## src/rtl/fetch_sequencer.sv

```systemverilog
`default_nettype none
// ============================================================================
// Module      : fetch_sequencer
// Description : Fetches opcode/operand bytes from synchronous program memory,
//               strobes them to the decoder and updates PC / return stack.
//               Optional macro FETCH_SINGLE_STEP_EN adds a `step` gate after
//               every executed instruction.
// Revision    : 1.0 - initial release
// ============================================================================
module fetch_sequencer #(
    parameter int         STACK_DEPTH = 4,
    parameter logic [7:0] RESET_PC    = 8'h00
) (
    input  logic       clk,
    input  logic       reset,
`ifdef FETCH_SINGLE_STEP_EN
    input  logic       step,
`endif
    output logic [7:0] imem_addr,
    input  logic [7:0] imem_rdata,
    output logic [7:0] instruction,
    output logic [7:0] next_byte,
    output logic       exec_valid,
    output logic [7:0] pc,
    input  logic       jump_enable,
    input  logic [7:0] jump_addr,
    input  logic       pc_inc_2,
    input  logic       push_stack,
    input  logic       pop_stack,
    input  logic       halt,
    output logic       halted,
    output logic [4:0] stack_depth,
    output logic       stack_err
);

    localparam int         IDX_W       = (STACK_DEPTH > 1) ? $clog2(STACK_DEPTH) : 1;
    localparam logic [4:0] C_DEPTH_MAX = 5'(STACK_DEPTH);

    typedef enum logic [2:0] {
        ST_FETCH     = 3'd0,
        ST_WAIT_OP   = 3'd1,
        ST_WAIT_ARG  = 3'd2,
        ST_EXEC      = 3'd3,
        ST_HALTED    = 3'd4,
        ST_STEP_WAIT = 3'd5
    } state_t;

    state_t     r_state;
    state_t     w_state_next;

    logic [7:0] r_pc;
    logic [7:0] r_instruction;
    logic [7:0] r_next_byte;
    logic [4:0] r_stack_depth;
    logic       r_stack_err;
    logic [7:0] r_stack [STACK_DEPTH];

    logic       w_multi_byte;
    logic [7:0] w_pc_plus1;
    logic [7:0] w_pc_plus2;
    logic       w_stack_full;
    logic       w_stack_empty;
    logic [4:0] w_depth_m1;
    logic [7:0] w_stack_top;
    logic       w_do_push;
    logic       w_in_exec;

    assign w_multi_byte  = (imem_rdata[7:4] >= 4'h9) && (imem_rdata[7:4] <= 4'hE);
    assign w_pc_plus1    = r_pc + 8'd1;
    assign w_pc_plus2    = r_pc + 8'd2;
    assign w_stack_full  = (r_stack_depth == C_DEPTH_MAX);
    assign w_stack_empty = (r_stack_depth == 5'd0);
    assign w_depth_m1    = r_stack_depth - 5'd1;
    assign w_stack_top   = r_stack[w_depth_m1[IDX_W-1:0]];
    assign w_in_exec     = (r_state == ST_EXEC);
    assign w_do_push     = w_in_exec && !halt && !pop_stack && jump_enable
                           && push_stack && !w_stack_full;

    always_ff @(posedge clk or posedge reset) begin
        if (reset) begin
            r_state <= ST_FETCH;
        end else begin
            r_state <= w_state_next;
        end
    end

    always_comb begin
        w_state_next = r_state;
        imem_addr    = r_pc;
        exec_valid   = 1'b0;
        halted       = 1'b0;
        case (r_state)
            ST_FETCH: begin
                w_state_next = ST_WAIT_OP;
            end
            ST_WAIT_OP: begin
                // Operand address is issued while the opcode comes back.
                imem_addr    = w_pc_plus1;
                w_state_next = w_multi_byte ? ST_WAIT_ARG : ST_EXEC;
            end
            ST_WAIT_ARG: begin
                w_state_next = ST_EXEC;
            end
            ST_EXEC: begin
                exec_valid = 1'b1;
                if (halt) begin
                    w_state_next = ST_HALTED;
                end else begin
`ifdef FETCH_SINGLE_STEP_EN
                    w_state_next = ST_STEP_WAIT;
`else
                    w_state_next = ST_FETCH;
`endif
                end
            end
            ST_HALTED: begin
                halted = 1'b1;
            end
`ifdef FETCH_SINGLE_STEP_EN
            ST_STEP_WAIT: begin
                if (step) begin
                    w_state_next = ST_FETCH;
                end
            end
`endif
            default: begin
                w_state_next = ST_FETCH;
            end
        endcase
    end

    always_ff @(posedge clk or posedge reset) begin
        if (reset) begin
            r_pc          <= RESET_PC;
            r_instruction <= 8'h00;
            r_next_byte   <= 8'h00;
            r_stack_depth <= 5'd0;
            r_stack_err   <= 1'b0;
        end else begin
            case (r_state)
                ST_WAIT_OP: begin
                    r_instruction <= imem_rdata;
                    if (!w_multi_byte) begin
                        r_next_byte <= 8'h00;
                    end
                end
                ST_WAIT_ARG: begin
                    r_next_byte <= imem_rdata;
                end
                ST_EXEC: begin
                    if (halt) begin
                        r_pc <= r_pc;
                    end else if (pop_stack) begin
                        // Underflowing RET behaves as a NOP but is flagged.
                        if (w_stack_empty) begin
                            r_stack_err <= 1'b1;
                            r_pc        <= w_pc_plus1;
                        end else begin
                            r_stack_depth <= w_depth_m1;
                            r_pc          <= w_stack_top;
                        end
                    end else if (jump_enable) begin
                        if (push_stack) begin
                            if (w_stack_full) begin
                                r_stack_err <= 1'b1;
                            end else begin
                                r_stack_depth <= r_stack_depth + 5'd1;
                            end
                        end
                        r_pc <= jump_addr;
                    end else if (pc_inc_2) begin
                        r_pc <= w_pc_plus2;
                    end else begin
                        r_pc <= w_pc_plus1;
                    end
                end
                default: begin
                    r_pc <= r_pc;
                end
            endcase
        end
    end

    // Return-address storage needs no reset: depth alone defines validity.
    always_ff @(posedge clk) begin
        if (w_do_push) begin
            r_stack[r_stack_depth[IDX_W-1:0]] <= w_pc_plus2;
        end
    end

    assign pc          = r_pc;
    assign instruction = r_instruction;
    assign next_byte   = r_next_byte;
    assign stack_depth = r_stack_depth;
    assign stack_err   = r_stack_err;

endmodule
`default_nettype wire

```

## config.mk

```make
export PLATFORM = sky130hd
export DESIGN_NAME = fetch_sequencer
export DESIGN_NICKNAME = d
export VERILOG_FILES = /design/src/rtl/fetch_sequencer.sv
export SDC_FILE = /design/constraint.sdc
export NUM_CORES = 1
export LEC_CHECK = 0
export BUFFER_PORTS_ARGS = -buffer_cell sky130_fd_sc_hd__buf_2
export CAP_MARGIN = 20
export CORE_MARGIN = 5
export CORE_UTILIZATION = 55
export CTS_CLUSTER_DIAMETER = 100
export DETAILED_ROUTE_END_ITERATION = 10
export GPL_ROUTABILITY_DRIVEN = 1
export HOLD_SLACK_MARGIN = 0.02
export PLACE_DENSITY = 0.79
export SETUP_SLACK_MARGIN = 0.2
export SYNTH_ARGS = -nofsm -noshare
export SYNTH_HDL_FRONTEND = slang
export SYNTH_SLANG_ARGS = --single-unit
```

## constraint.sdc

```tcl
create_clock -name clk -period 2.9 [get_ports clk]
set_input_delay 0.58 -clock clk [delete_from_list [all_inputs] [get_ports clk]]
set_output_delay 0.58 -clock clk [all_outputs]
set_load 0.02 [all_outputs]
```

# Word level (Yosys, flattened, before mapping)
# Memory sizes are Yosys's and may differ from the RTL's.
# Cells that the tools add are included.
# totals
ff_bits	33
mem_bits_rw	32
in_bits	23
word_cells	66
mem_count	1
# mem_list
memory	words	width	rd	rd_clocked_by_memory_dff	write_ports	line	source
r_stack	4	8	1	0	1	56	logic [7:0] r_stack [STACK_DEPTH];
# classes
add_sub_neg	4
order_cmp	2
n_eq_ne	9
muxes	24
bitwise_logic	1
reduce_logical	19
# op_table
operator	n
8-bit 2-to-1 mux	6
5-bit 2-to-1 mux	5
8-bit case mux with 2 select lines	1
3-bit case mux with 5 select lines	1
6-bit AND reduction	2
1-bit 2-to-1 mux	10
8-bit by 1-bit adder with 8-bit output, second input constant	1
8-bit by 2-bit adder with 8-bit output, second input constant	1
2-bit nonzero test	4
3-bit by 2-bit == test with 1-bit output, second input constant	2
1-bit logical AND	6
2-bit != test, second input constant	3
5-bit by 1-bit adder with 5-bit output, second input constant	1
5-bit by 3-bit == test with 1-bit output, second input constant	1
5-bit logical NOT	1
5-bit by 1-bit subtractor with 5-bit output, second input constant	1
4-bit >= comparator, second input constant	1
4-bit <= comparator, second input constant	1
2-bit AND reduction	2
3-bit by 1-bit == test with 1-bit output, second input constant	1
3-bit == test, second input constant	1
1-bit logical NOT	3
3-bit logical NOT	1
3-bit 2-to-1 mux	1
other kinds (2)	2

# Longest topological paths before layout
# logic_depth
ltp_word	8
mapped_depth	9
depth_no_buf	7

# Worst setup path after synthesis
# OpenSTA, ideal clock, no wires.
# synth_timing
path_type	register to register
startpoint	register r_stack_depth[0] (netlist: stack_depth[0])
endpoint	memory r_stack[0][0], enable pin
setup_time_ns	0.332
arrival_ns	2.256
required_time_ns	2.568
path_slack_ns	0.312
path_stages_with_launch	7
path_buffers	1
period_less_slack_ns	2.588
cell_sequence	dfrtp_1 > buf_2 > inv_1 > ha_1 > nor3b_1 > a2111oi_0 > and2_1
# synth_between
elab_chain_cells	5
# synth_rtl
item	line	source
start, declared	54	logic [4:0] r_stack_depth;
start signal, assigned	159	r_stack_depth <= w_depth_m1;
start signal, assigned	167	r_stack_depth <= r_stack_depth + 5'd1;
5-bit by 3-bit == test with 1-bit output	71	assign w_stack_full = (r_stack_depth == C_DEPTH_MAX);
1-bit logical NOT	77	&& push_stack && !w_stack_full;
1-bit logical AND	77	
1-bit 2-to-1 mux	186	if (w_do_push) begin
1-bit 2-to-1 mux (implied by the code)	187	r_stack[r_stack_depth[IDX_W-1:0]] <= w_pc_plus2;
end, declared	56	
# Parallel ways exist; a longest one is shown, timed or not.

# Worst setup path after layout
# layout_timing
startpoint	register r_pc[2] (netlist: pc[2])
endpoint	output imem_addr[7]
# layout_between
elab_chain_cells	2
# layout_rtl
item	line	source
start, declared	51	logic [7:0] r_pc;
start signal, assigned	152	r_pc <= r_pc;
start signal, assigned	157	r_pc <= w_pc_plus1;
start signal, assigned	160	r_pc <= w_stack_top;
8-bit by 1-bit adder with 8-bit output	69	assign w_pc_plus1 = r_pc + 8'd1;
8-bit 2-to-1 mux	92	case (r_state)
end, declared	19	output logic [7:0] imem_addr,
# Every way passes these cells.

==> results.sh <==
export IMPL_yosysTopAreaCell="edfxtp_1"
export IMPL_ys_types=51
export IMPL_timing_rr_start="stack_depth[1]$_DFFE_PP0P_"
export IMPL_ys_warnings_count=0
export IMPL_ys_ff_latch=65
export IMPL_path_class="reg -> out"
export IMPL_rows=28
export IMPL_hold_class="in -> async"
export IMPL_start_util_pct=56.6
export IMPL_io_buffers=62
export IMPL_yosys_top_cells_area="edfxtp_1 29%, dfrtp_1 24%, mux4_2 5.3%"
export IMPL_setup_viol=0
export IMPL_grt_use_total_pct=22.2
export IMPL_seq_area_um2=1790
export IMPL_dp_cells=413
export IMPL_cts_setup_buffers=0
export IMPL_async_flop_share_pct=50.8
export IMPL_synth_edf_count=32
export IMPL_worstPathRequired_ns=2.32
export IMPL_multi_input_area_um2=1450
export IMPL_status="complete, no violations"
export IMPL_grt_max_degree=34
export IMPL_finClkSkew_ns=0.0124
export IMPL_crit_arrival_ns=1.94
export IMPL_ys_seq_area_share_pct=53.0
export IMPL_cts_resized=0
export IMPL_cts_made_buffers=9
export IMPL_stdcell_count=429
export IMPL_root_buffer="clkbuf_8"
export IMPL_avgRoutedWirePerCell_um=18.2
export IMPL_synth_top_cell_area_share_pct=28.5
export IMPL_h_tree_depth=3
export IMPL_drt_first_iter_violations=226
export IMPL_irDropWorstVdd_mv=0.752
export IMPL_antenna_found_initial=0
export IMPL_cp_startpoint="pc[2]$_DFFE_PP0P_"
export IMPL_hold_viol_final=0
export IMPL_cp_max_fo=9
export IMPL_die_h_um=88.3
export IMPL_fin_setup_tns_ns=0
export IMPL_drive_above_1_share_pct=31.1
export IMPL_worst_setup_path_end_kind="primary output"
export IMPL_dp_final_hpwl_mm=5.62
export IMPL_power_density_nw_per_um2=1070
export IMPL_grt_pass1_vias=2533
export IMPL_routed_wl_mm=7.81
export IMPL_die_x_um=88.3
export IMPL_layout_common_cells="62 x buf_2, 33 x dfrtp_1, 32 x edfxtp_1"
export IMPL_fmax_mhz=398
export IMPL_grt_pass1_wl_mm=12.9
export IMPL_firstDrtPassIters=6
export IMPL_synth_nets=319
export IMPL_worstSetupStartpointType="flip-flop"
export IMPL_synth_area_per_cell_um2=11.7
export IMPL_clk_latency_ns=0.35
export IMPL_relSlewSlack_pct=61.0
export IMPL_worst_slew_pin_slew_ns=0.582
export IMPL_drv_slew=0
export IMPL_n_antenna_cell=0
export IMPL_netlist_area_um2=3370
export IMPL_routed_via_count=2546
export IMPL_cts_buffer_depth=2
export IMPL_ioPinCount=63
export IMPL_synth_cells=289
export IMPL_cts_sinks=65
export IMPL_area_growth_pct=16.3
export IMPL_nets=379
export IMPL_fin_crit_sh_pct=86.7
export IMPL_drcViolationCount=0
export IMPL_leakagePower_nw=1.68
export IMPL_maxCapViolations=0
export IMPL_ant_nets=0
export IMPL_place_congestion=0.910
export IMPL_viasPerCell=5.93
export IMPL_design_die_area_um2=7790
export IMPL_clkSlewWorstSetupHoldPaths_ns=0.08
export IMPL_rsz0062_at_grt="false"
export IMPL_overflow=0
export IMPL_nFillCells=463
export IMPL_synth_main_ff_cell="dfrtp_1"
export IMPL_period_needed_ns=2.52
export IMPL_cts_tree="built"
export IMPL_final_common_cell="buf_2"
export IMPL_core_um2=5960
export IMPL_cts_hold_buffers=0
path summary, 6_finish.rpt:
path                                              endpoint  slack (ns)  depth (start not counted)
worst max-delay path                          imem_addr[7]        0.38                          5
worst min-delay path                     pc[7]$_DFFE_PP0P_        0.31                          3
worst max register to register     r_stack[2][4]$_DFFE_PP_        0.61                          6
worst min register to register       stack_err$_DFFE_PP0P_        0.50                          1
max in group asynchronous       instruction[1]$_DFFE_PP0N_        2.27                          3
min in group clk                    r_state[2]$_DFFE_PP0N_        0.45                          2
report_power, final:
group | leakage, nW | switching (mW) | internal (mW)
registers | 0.697 | 0.272 | 1.25
clock network | 0.0893 | 0.377 | 0.395
logic | 0.894 | 1.11 | 0.796
total | 1.68 | 1.76 | 2.44
per-stage QoR:
step                hold slack (ns)  total power [mW]  area [um2]  util, %  setup slack [ns]
finish                        0.306              4.20        3920     65.8             0.385
global route                  0.350              4.48        3920     65.8             0.234
CTS                           0.317              4.22        3920     65.8             0.398
detailed placement            0.482              3.45        3720     62.5             0.592
global placement              0.483              3.40        3720     62.5             0.677
floorplan                     0.495              2.87        3370        -             0.312
routing by layer:
| metal | part of all wire, % | global-route usage, % | up-vias | wire length [um] |
|---|---|---|---|---|
| met4 | 4.0 | 12.5 | 0 | 312 |
| met1 | 41 | 29.8 | 1224 | 3210 |
| met2 | 47 | 32.9 | 123 | 3670 |
| met5 | 0 | 0 | - | 0 |
| li1 | - | - | 1174 | - |
| met3 | 7.9 | 5.59 | 25 | 614 |
synthesized netlist by cell type (all sizes together), types with 2 or more instances:
library cell	instances
nand2	29
a21oi	8
nand3	11
mux2i	5
nor4b	2
edfxtp	32
buf	11
nand4	2
xnor2	8
inv	9
ha	7
nor2b	3
mux4	8
o21ai	19
a221o	2
clkbuf	9
dfrtp	33
a31oi	5
and2	4
mux2	9
nor3	2
a22o	8
o211ai	2
nand2b	4
xor2	13
or3	5
nor3b	4
a31o	2
a2111oi	2
nor2	17
area by class of cell:
class | count | share of cell area, %
Inverter | 9 | 0.862
Clock inverter | 7 | 1.79
Multi-Input combinational cell | 195 | 36.9
Sequential cell | 65 | 45.6
Clock buffer | 9 | 3.16
Tap cell | 75 | 2.39
Timing Repair Buffer | 69 | 9.26
flip-flops by register name, indices dropped and copies added, names as in the netlist:
| signal | count |
|---|---|
| r_state | 3 |
| r_stack | 32 |
| stack_depth | 5 |
| next_byte | 8 |
| pc | 8 |
| stack_err | 1 |
| instruction | 8 |
cells by family (layout without fill, tap and decap cells):
| family | count (synthesis) | in the layout | share of synthesized area [%] |
|---|---|---|---|
| buffers and inverters | 29 | 94 | 4.05 |
| AND/OR/NAND/NOR | 89 | 89 | 13.8 |
| XOR/XNOR | 21 | 21 | 5.46 |
| adder cells (fa/ha/maj) | 7 | 7 | 2.60 |
| multiplexers | 22 | 22 | 9.84 |
| flip-flops | 65 | 65 | 53.0 |
| AO/OA/AOI/OAI | 56 | 56 | 11.2 |
worst max-delay path, stage by stage, from the launching register on:
cell and delay (ns):
dfrtp_1 0.52, ha_1 0.36, nand3_1 0.20, nor2_1 0.15
xor2_1 0.17, buf_2 0.19
No activity file was read; power rests on OpenSTA's default activity.
